## config.mk

```make
export PLATFORM = sky130hd
export DESIGN_NAME = mc_fetch_unit
export DESIGN_NICKNAME = d
export VERILOG_FILES = /design/src/rtl/mc_fetch_unit.sv
export SDC_FILE = /design/constraint.sdc
export NUM_CORES = 1
export LEC_CHECK = 0
export ABC_CLOCK_PERIOD_IN_PS = 1900
export BUFFER_PORTS_ARGS = -buffer_cell sky130_fd_sc_hd__buf_2
export CORE_AREA = 2 2 156 158
export DETAILED_ROUTE_END_ITERATION = 16
export DIE_AREA = 0 0 158 160
export PLACE_DENSITY = 0.71
export SLEW_MARGIN = 40
export SYNTH_ARGS = -nofsm -noshare
export SYNTH_HDL_FRONTEND = slang
export SYNTH_SLANG_ARGS = --single-unit
```

## constraint.sdc

```tcl
create_clock -name clk -period 1.9 [get_ports clk]
set_clock_uncertainty 0.1 [all_clocks]
set_input_delay 0.095 -clock clk [delete_from_list [all_inputs] [get_ports clk]]
set_output_delay 0.095 -clock clk [all_outputs]
set_load 0.005 [all_outputs]
```

## src/rtl/mc_fetch_unit.sv

```systemverilog
`default_nettype none
// ============================================================================
// Module   : mc_fetch_unit
// Brief    : Architectural state stage of the multi-cycle MIPS datapath.
//            Holds PC, IR, MDR, A/B operand registers and ALUOut, selects
//            the next PC and the shared memory address, and returns the
//            opcode field to the main control decoder.
// Revision : 1.0 - initial release
// ============================================================================
module mc_fetch_unit #(
    parameter logic [31:0] RESET_PC = 32'h0000_0000
) (
    input  logic        clk,
    input  logic        reset,        // asynchronous, active-low
    input  logic        PCWrite,
    input  logic        Branch,
    input  logic [1:0]  PCSrc,
    input  logic        IorD,
    input  logic        IRWrite,
    input  logic        Zero,
    input  logic [31:0] ALUResult,
    input  logic [31:0] ReadData,
    input  logic [31:0] RD1,
    input  logic [31:0] RD2,
    output logic [31:0] PC,
    output logic [31:0] Adr,
    output logic [31:0] Instr,
    output logic [5:0]  OPCode,
    output logic [31:0] Data,
    output logic [31:0] A,
    output logic [31:0] B,
    output logic [31:0] ALUOut,
    output logic [31:0] fetch_count,
    output logic        pc_misalign
);

    localparam logic [1:0] c_SRC_ALURESULT = 2'b00;
    localparam logic [1:0] c_SRC_ALUOUT    = 2'b01;
    localparam logic [1:0] c_SRC_JUMP      = 2'b10;

    logic [31:0] r_pc;
    logic [31:0] r_instr;
    logic [31:0] r_data;
    logic [31:0] r_a;
    logic [31:0] r_b;
    logic [31:0] r_aluout;
    logic [31:0] r_fetch_count;
    logic        r_pc_misalign;

    logic        w_pc_en;
    logic [31:0] w_next_pc;
    logic        w_next_aligned;
    logic        w_pc_load;
    logic        w_misalign_hit;

    // Unconditional or zero-qualified branch write of the PC.
    assign w_pc_en = PCWrite | (Branch & Zero);

    // Next-PC mux; any other select (hold, or unknown) keeps the current PC,
    // so an undriven PCSrc can never leak into the PC register.
    always_comb begin
        w_next_pc = r_pc;
        case (PCSrc)
            c_SRC_ALURESULT: w_next_pc = ALUResult;
            c_SRC_ALUOUT:    w_next_pc = r_aluout;
            c_SRC_JUMP:      w_next_pc = {r_pc[31:28], r_instr[25:0], 2'b00};
            default:         w_next_pc = r_pc;
        endcase
    end

    // A misaligned target is dropped and flagged instead of being loaded.
    assign w_next_aligned = (w_next_pc[1:0] == 2'b00);
    assign w_pc_load      = w_pc_en & w_next_aligned;
    assign w_misalign_hit = w_pc_en & ~w_next_aligned;

    // Program counter with aligned-only update.
    always_ff @(posedge clk or negedge reset) begin
        if (!reset) begin
            r_pc <= RESET_PC;
        end else if (w_pc_load) begin
            r_pc <= w_next_pc;
        end
    end

    // Sticky misalignment flag, cleared only by reset.
    always_ff @(posedge clk or negedge reset) begin
        if (!reset) begin
            r_pc_misalign <= 1'b0;
        end else if (w_misalign_hit) begin
            r_pc_misalign <= 1'b1;
        end
    end

    // Instruction register and fetch counter advance together on IRWrite.
    always_ff @(posedge clk or negedge reset) begin
        if (!reset) begin
            r_instr       <= 32'h0;
            r_fetch_count <= 32'h0;
        end else if (IRWrite) begin
            r_instr       <= ReadData;
            r_fetch_count <= r_fetch_count + 32'd1;
        end
    end

    // Free-running pipeline registers sampled every cycle.
    always_ff @(posedge clk or negedge reset) begin
        if (!reset) begin
            r_data   <= 32'h0;
            r_a      <= 32'h0;
            r_b      <= 32'h0;
            r_aluout <= 32'h0;
        end else begin
            r_data   <= ReadData;
            r_a      <= RD1;
            r_b      <= RD2;
            r_aluout <= ALUResult;
        end
    end

    assign Adr         = IorD ? r_aluout : r_pc;
    assign PC          = r_pc;
    assign Instr       = r_instr;
    assign OPCode      = r_instr[31:26];
    assign Data        = r_data;
    assign A           = r_a;
    assign B           = r_b;
    assign ALUOut      = r_aluout;
    assign fetch_count = r_fetch_count;
    assign pc_misalign = r_pc_misalign;

endmodule
`default_nettype wire

```

==> flow_metrics.env, run 1 <==
export IMPL_finalSetupViolCount=0
export IMPL_path_class="in -> reg"
export IMPL_clk_latency_ps=510
export IMPL_synth_compound_area_frac=0.04030
export IMPL_wl_um=26330
export IMPL_yosysSeqAreaShare=0.7029
export IMPL_min_period_ps=1886
export IMPL_grt_pass1_wl_um=39770
export IMPL_drive_gt1_frac=0.4702
export IMPL_outcome="complete, no violations"
export IMPL_place_hpwl_um=17750
export IMPL_fin_nets=1260
export IMPL_worstSetupStartpointType="input pin"
export IMPL_cts_root_buf="clkbuf_16"
export IMPL_worst_hold_slack_ps=33.24
export IMPL_fin_tns_setup_ps=0
export IMPL_netlist_area_sq_um=8010
export IMPL_grt_overflow_total=0
export IMPL_dp_cells=1286
export IMPL_worstSetupEndpoint="PC[27]"
export IMPL_synth_fa_ha_area_frac=0.001562
export IMPL_worstPathCellList="dlygate4sd3_1, buf_2, a21oi_1, dlygate4sd3_1, buf_4, a311o_2, buf_12, nand2_1, o21ai_1"
export IMPL_die_w_um=158
export IMPL_ys_types=33
export IMPL_synth_top_family_by_area="multiplexers"
export IMPL_slew_viol_final=0
export IMPL_dieArea_sq_um=25280
export IMPL_pwr_density_cell_nw_per_um2=951.0
export IMPL_crit_fanout=52
export IMPL_irDropWorstVdd_uv=941.9
export IMPL_syn_inst=566
export IMPL_cts_buffers=24
export IMPL_clk_path_buf_depth=3
export IMPL_slew_headroom=0.6164
export IMPL_register_area_sq_um=5630
export IMPL_routedWlPerCell_um=17.96
export IMPL_row_count=57
export IMPL_antenna_found_initial=3
export IMPL_hold_class="in -> async"
export IMPL_area_growth_pct=58.43
export IMPL_startpoint="PCWrite"
export IMPL_grt_max_degree=64
export IMPL_synthXorXnorAreaFrac=0.03390
export IMPL_ys_ff_latch=225
export IMPL_r2r_slack_ps=110
export IMPL_post_route_util=0.5328
export IMPL_timing_rr_start="ALUOut[0]"
export IMPL_rsz0062_at_grt="no"
export IMPL_critPathRequiredTime_ps=2190
export IMPL_start_util=0.3363
export IMPL_htree_num_levels=1
export IMPL_synth_avg_cell_area_sq_um=14.15
export IMPL_cp_num_buf_inv=5
export IMPL_crit_path_end_kind="flop"
export IMPL_fin_crit_sh=0.9926
export IMPL_gp_congestion=0.8380
export IMPL_multiInputGateArea_sq_um=2205
export IMPL_muxShareOfSynthArea=0.1289
export IMPL_cpMaxStageDelayCell="dlygate4sd3_1"
export IMPL_die_h_um=160
export IMPL_crit_arrival_ps=2180
export IMPL_worst_r2r_path_depth=5
export IMPL_grt_pass1_vias=7097
export IMPL_yosys_area_share_simple=0.07013
export IMPL_vias=6688
export IMPL_max_freq_mhz=530.2
export IMPL_stdcell_count=1466
export IMPL_ctsResizeCount=0
export IMPL_place_port_buffers=399
export IMPL_drc=0
export IMPL_crit_top_cell="dlygate4sd3_1"
export IMPL_via_per_inst=4.562
export IMPL_cts_tree="done"
export IMPL_drt_iter0_drc=277
export IMPL_tightest_slew_ps=575.5
export IMPL_crit_cells=9
export IMPL_ios=400
export IMPL_coreArea_sq_um=23820
export IMPL_slowest_delay_ps=540
export IMPL_yosys_warnings=0
export IMPL_leakagePower_nw=6.361
export IMPL_firstDrtPassIters=4
export IMPL_r2r_end="PC[27]"
export IMPL_fillerInstances=2005
export IMPL_finalHoldViolCount=0
export IMPL_crit_family="buffers and inverters"
export IMPL_grt_usage=0.2031
export IMPL_clock_sinks=225
export IMPL_drv_cap=0
export IMPL_ant_nets=0
export IMPL_clk_pin_slew_ps=60
export IMPL_syn_nets=704
[synth_stat cells]
cell type    n  area (sq um)
a311o_1      1         10.01
mux2_2      65         732.0
nor3_1       6         30.03
mux2i_1     30         300.3
o21a_1       1         7.510
or3b_1       1         8.760
a211oi_2     1         12.51
ha_1         1         12.51
nor2_1      39         146.4
dfrtp_1    225          5630
o21ai_1     26         130.1
nand2_1     35         131.4
inv_1        2         7.510
xor2_1      12         105.1
buf_1        4         15.01
buf_4        6         45.04
nor4_1       1         6.260
and4_1       2         17.52
or3_4        1         11.26
buf_2        8         40.04
nand3_1     12         60.06
nor2b_1      2         12.51
nor4b_1      1         8.760
clkbuf_1    10         37.54
nand4_1     11         68.82
buf_6        3         33.78
xnor2_1     19         166.4
a21oi_1     31         155.2
o21bai_1     1         7.510
and3_1       5         31.28
and2_1       2         12.51
nor4bb_1     1         10.01
or3_1        1         6.260
[routing by layer]
layer	vias to the layer above	share of wire	global-route usage
li1	3052	-	-
met1	3306	0.40	0.2454
met2	288	0.51	0.3591
met3	40	0.072	0.04722
met4	2	0.020	0.06020
met5	-	0.00049	0
[cell type report]
cell class	instances	share of cell area
multi-input combinational	308	0.1737
antenna	2	0.0003944
timing repair buffer	561	0.2853
sequential	225	0.4437
inverter	2	0.0005915
tap	324	0.03194
clock buffer	37	0.05915
clock inverter	7	0.005225
[through the flow]
stage	power [mW]	area, sq um	worst slack (ps)
after floorplan	6.160	8010	151.4
after global routing	12.62	12690	0.8011
after CTS	12.14	12690	30.89
after detailed placement	7.209	10530	108.8
final	12.07	12690	14.06
after global placement	7.155	10530	167.1
[kinds of logic after synthesis]
group                      Yosys count
muxes                               95
buffers and inverters               33
and+or+nand+nor                    120
adders and majority gates            1
xor gates and xnor gates            31
DFF                                225
AOI/OAI and AO/OA                   61
[power breakdown]
| part | switching [mW] | leakage [nW] | internal, mW |
|---|---|---|---|
| logic | 0.835 | 3.25 | 0.989 |
| clock network | 1.86 | 0.405 | 2.85 |
| registers | 0.335 | 2.71 | 5.19 |
| total | 3.03 | 6.36 | 9.04 |
[flip-flops by register name (all words and copies together) (netlist names)]
name         count
Instr           32
fetch_count     32
ALUOut          32
B               32
pc_misalign      1
PC              32
A               32
Data            32
[worst reg2reg max path: cells and delay by family (launching register included)]
| kind | cells | cell delay [ps] |
|---|---|---|
| AO/OA/AOI/OAI | 2 | 480 |
| buffers and inverters | 1 | 180 |
| flip-flops | 1 | 380 |
| AND/OR/NAND/NOR | 2 | 550 |
[how the worst min path moves through the flow]
| stage | start | end | slack, ps | depth (start not counted) |
|---|---|---|---|---|
| 2_1_floorplan | reset | ALUOut[0] | -300 | 0 |
| 3_3_place_gp | reset | Data[21] | -20 | 1 |
| 3_5_place_dp | reset | ALUOut[30] | -20 | 1 |
| 4_1_cts | reset | ALUOut[30] | 30 | 2 |
| 5_1_grt | reset | Data[21] | 70 | 2 |
| 6_report | reset | ALUOut[31] | 30 | 2 |
[timing repair]
| action | in CTS | in global routing |
|---|---|---|
| hold buffers | 134 | 0 |
| endpoints found under the hold margin | 418 | 0 |
| buffers inserted | 0 | 0 |
[cells in the final DEF, fill, tap and decap left out, types with 4 or more instances in the layout]
master and instances:
nand2_1 35, a21oi_1 31, nand4_1 11, mux2i_1 30, clkinv_2 4, buf_2 398, nor3_1 6, nand3_1 12
clkbuf_16 25, dlygate4sd3_1 134, dfrtp_1 225, xnor2_1 19, buf_12 5, mux2_2 65, buf_4 23, xor2_1 12
clkbuf_8 8, o21ai_1 26, and3_1 5, clkbuf_1 4, nor2_1 38
No activity file was read; power rests on OpenSTA's default activity.
==> run 2, diff against run 1 <==
- GPL_ROUTABILITY_DRIVEN: not set -> 1
- MAX_ROUTING_LAYER: not set -> met4
==> run 2 against run 1 <==
  * Global-route usage up 0.62 points
  * Die area unchanged
  * Maximum frequency is 0.13% higher
  * Sequential power hardly changed
  * Clock power is essentially flat
  * Routed wire length up 0.30%
  * Register-to-register slack barely moved
  * Count of clock-buffer cells in the layout is the same
  * Combinational power about the same
  * Worst hold slack lost 5.8 ps
  * Non-clock buffer count stayed put
  * Sequential cell count is the same
  * Critical path type unchanged
  * Largest power group unchanged
==> flow_metrics.env, run 2 (same netlist as run 1, synthesis figures left out) <==
export IMPL_drc=0
export IMPL_dp_cells=1286
export IMPL_max_freq_mhz=531.0
export IMPL_layout_setup_ws_ps=16.60
export IMPL_row_count=57
export IMPL_p_sw_frac=0.2518
export IMPL_rsz0062_at_grt="no"
export IMPL_htree_num_levels=1
export IMPL_start_util=0.3363
export IMPL_path_class="in -> reg"
export IMPL_grt_usage=0.2094
export IMPL_grt_overflow_total=0
export IMPL_dp_slack_ps=108.8
export IMPL_internal_power_mw=9.037
export IMPL_combPwrFrac=0.151
export IMPL_hold_class="in -> async"
export IMPL_clk_pin_slew_ps=60
export IMPL_cts_root_buf="clkbuf_16"
export IMPL_crit_fanout=52
export IMPL_place_port_buffers=399
export IMPL_worstPathCellList="dlygate4sd3_1, buf_2, a21oi_1, dlygate4sd3_1, buf_4, a311o_2, buf_12, nand2_1, o21ai_1"
export IMPL_ctsResizeCount=0
export IMPL_worstSetupStartpointType="input pin"
export IMPL_finalSetupViolCount=0
export IMPL_fin_total_pwr_mw=12.08
export IMPL_crit_path_end_kind="flop"
export IMPL_area_growth_pct=58.47
export IMPL_place_hpwl_um=17750
export IMPL_routedWlPerCell_um=18.00
export IMPL_cpMaxStageDelayCell="dlygate4sd3_1"
export IMPL_grt_pass1_vias=7092
export IMPL_cp_num_buf_inv=5
export IMPL_tightest_slew_ps=575.6
export IMPL_crit_top_cell="dlygate4sd3_1"
export IMPL_p_clk_frac=0.391
export IMPL_leakagePower_nw=6.361
export IMPL_cts_buffers=24
export IMPL_fillerInstances=2004
export IMPL_stdcell_count=1467
export IMPL_fin_crit_sh=0.9913
export IMPL_antenna_found_initial=3
export IMPL_drv_cap=0
export IMPL_die_h_um=160
export IMPL_cts_tree="done"
export IMPL_finalHoldViolCount=0
export IMPL_pwr_share_seq=0.458
export IMPL_drive_gt1_frac=0.4702
export IMPL_pwr_density_cell_nw_per_um2=951.6
export IMPL_slew_headroom=0.6163
export IMPL_vias=6685
export IMPL_grt_max_degree=64
export IMPL_dieArea_sq_um=25280
export IMPL_switchingPower_mw=3.042
export IMPL_fin_tns_setup_ps=0
export IMPL_clk_path_buf_depth=3
export IMPL_irDropWorstVdd_uv=943.6
export IMPL_crit_arrival_ps=2170
export IMPL_critPathRequiredTime_ps=2190
export IMPL_via_per_inst=4.557
export IMPL_firstDrtPassIters=4
export IMPL_clk_latency_ps=510
export IMPL_register_area_sq_um=5630
export IMPL_min_period_ps=1883
export IMPL_slew_viol_final=0
export IMPL_gp_congestion=0.8510
export IMPL_mostFrequentLayoutCell="buf_2"
export IMPL_slowest_delay_ps=540
export IMPL_clock_sinks=225
export IMPL_multiInputGateArea_sq_um=2205
export IMPL_coreArea_sq_um=23820
export IMPL_grt_pass1_wl_um=39770
export IMPL_post_route_util=0.5329
export IMPL_die_w_um=158
export IMPL_drt_iter0_drc=305
export IMPL_ios=400
export IMPL_most_common_layout_cells="buf_2, dfrtp_1, dlygate4sd3_1, mux2_2, nor2_1"
export IMPL_wl_um=26410
export IMPL_crit_family="buffers and inverters"
export IMPL_outcome="complete, no violations"
export IMPL_fin_nets=1260
export IMPL_ant_nets=0
-- run 2: cell count changes in the layout (fill, tap and decap cells not counted), sizes merged --
cell	before	now
diode	2	3
-- run 2: layer usage --
layer,share of wire,vias up,global-route usage,wire length (um)
li1,-,3053,-,-
met1,0.40,3299,0.2517,10640
met2,0.51,295,0.3597,13460
met3,0.068,38,0.03826,1787
met4,0.020,0,0.05897,523
met5,0,-,-,0
-- run 2: per-stage QoR --
stage,hold slack [ps],cell area (sq um)
after detailed placement,-22.86,10530
after global routing,70.05,12690
final,27.46,12690
after CTS,34.65,12690
after global placement,-19.76,10530
after floorplan,-300.6,8010
-- run 2: worst register-to-register path, cell delays in order (launching register included) --
cell,delay [ps]
dfrtp_1,380
or3b_1,420
a311o_2,410
buf_12,180
nand2_1,130
o21ai_1,60
-- run 2: layout make-up --
type / count / share of cell area
inverter: 2 / 0.0005914
clock inverter: 7 / 0.005224
clock buffer: 37 / 0.05914
timing repair buffer: 561 / 0.2853
antenna: 3 / 0.0005914
tap: 324 / 0.03194
sequential: 225 / 0.4436
multi-input combinational: 308 / 0.1737
-- run 2: final timing paths --
kind,start,endpoint,slack [ps],cells past startpoint
max in group asynchronous,reset,ALUOut[2],1030,3
worst min register to register,pc_misalign,pc_misalign,370,1
worst max-delay path,PCWrite,PC[27],20,9
worst min-delay path,reset,ALUOut[31],30,2
min in group clk,RD2[28],B[28],120,2
worst max register to register,ALUOut[0],PC[27],110,5
-- run 2: power by group through the flow --
| stage | Clock, mW | Sequential [mW] | Combinational [mW] |
|---|---|---|---|
| 2_1_floorplan | 0 | 5.58 | 0.581 |
| 3_3_place_gp | 0 | 5.58 | 1.57 |
| 3_5_place_dp | 0 | 5.60 | 1.61 |
| 4_1_cts | 4.79 | 5.52 | 1.83 |
| 5_1_grt | 5.04 | 5.58 | 2.00 |
| 6_report | 4.73 | 5.53 | 1.83 |
-- run 2: repair_timing --
| item | CTS | global route |
|---|---|---|
| setup endpoints to repair | 0 | 0 |
| endpoints found under the hold margin | 418 | 0 |
| setup buffers | 0 | 0 |
| hold buffers | 134 | 0 |
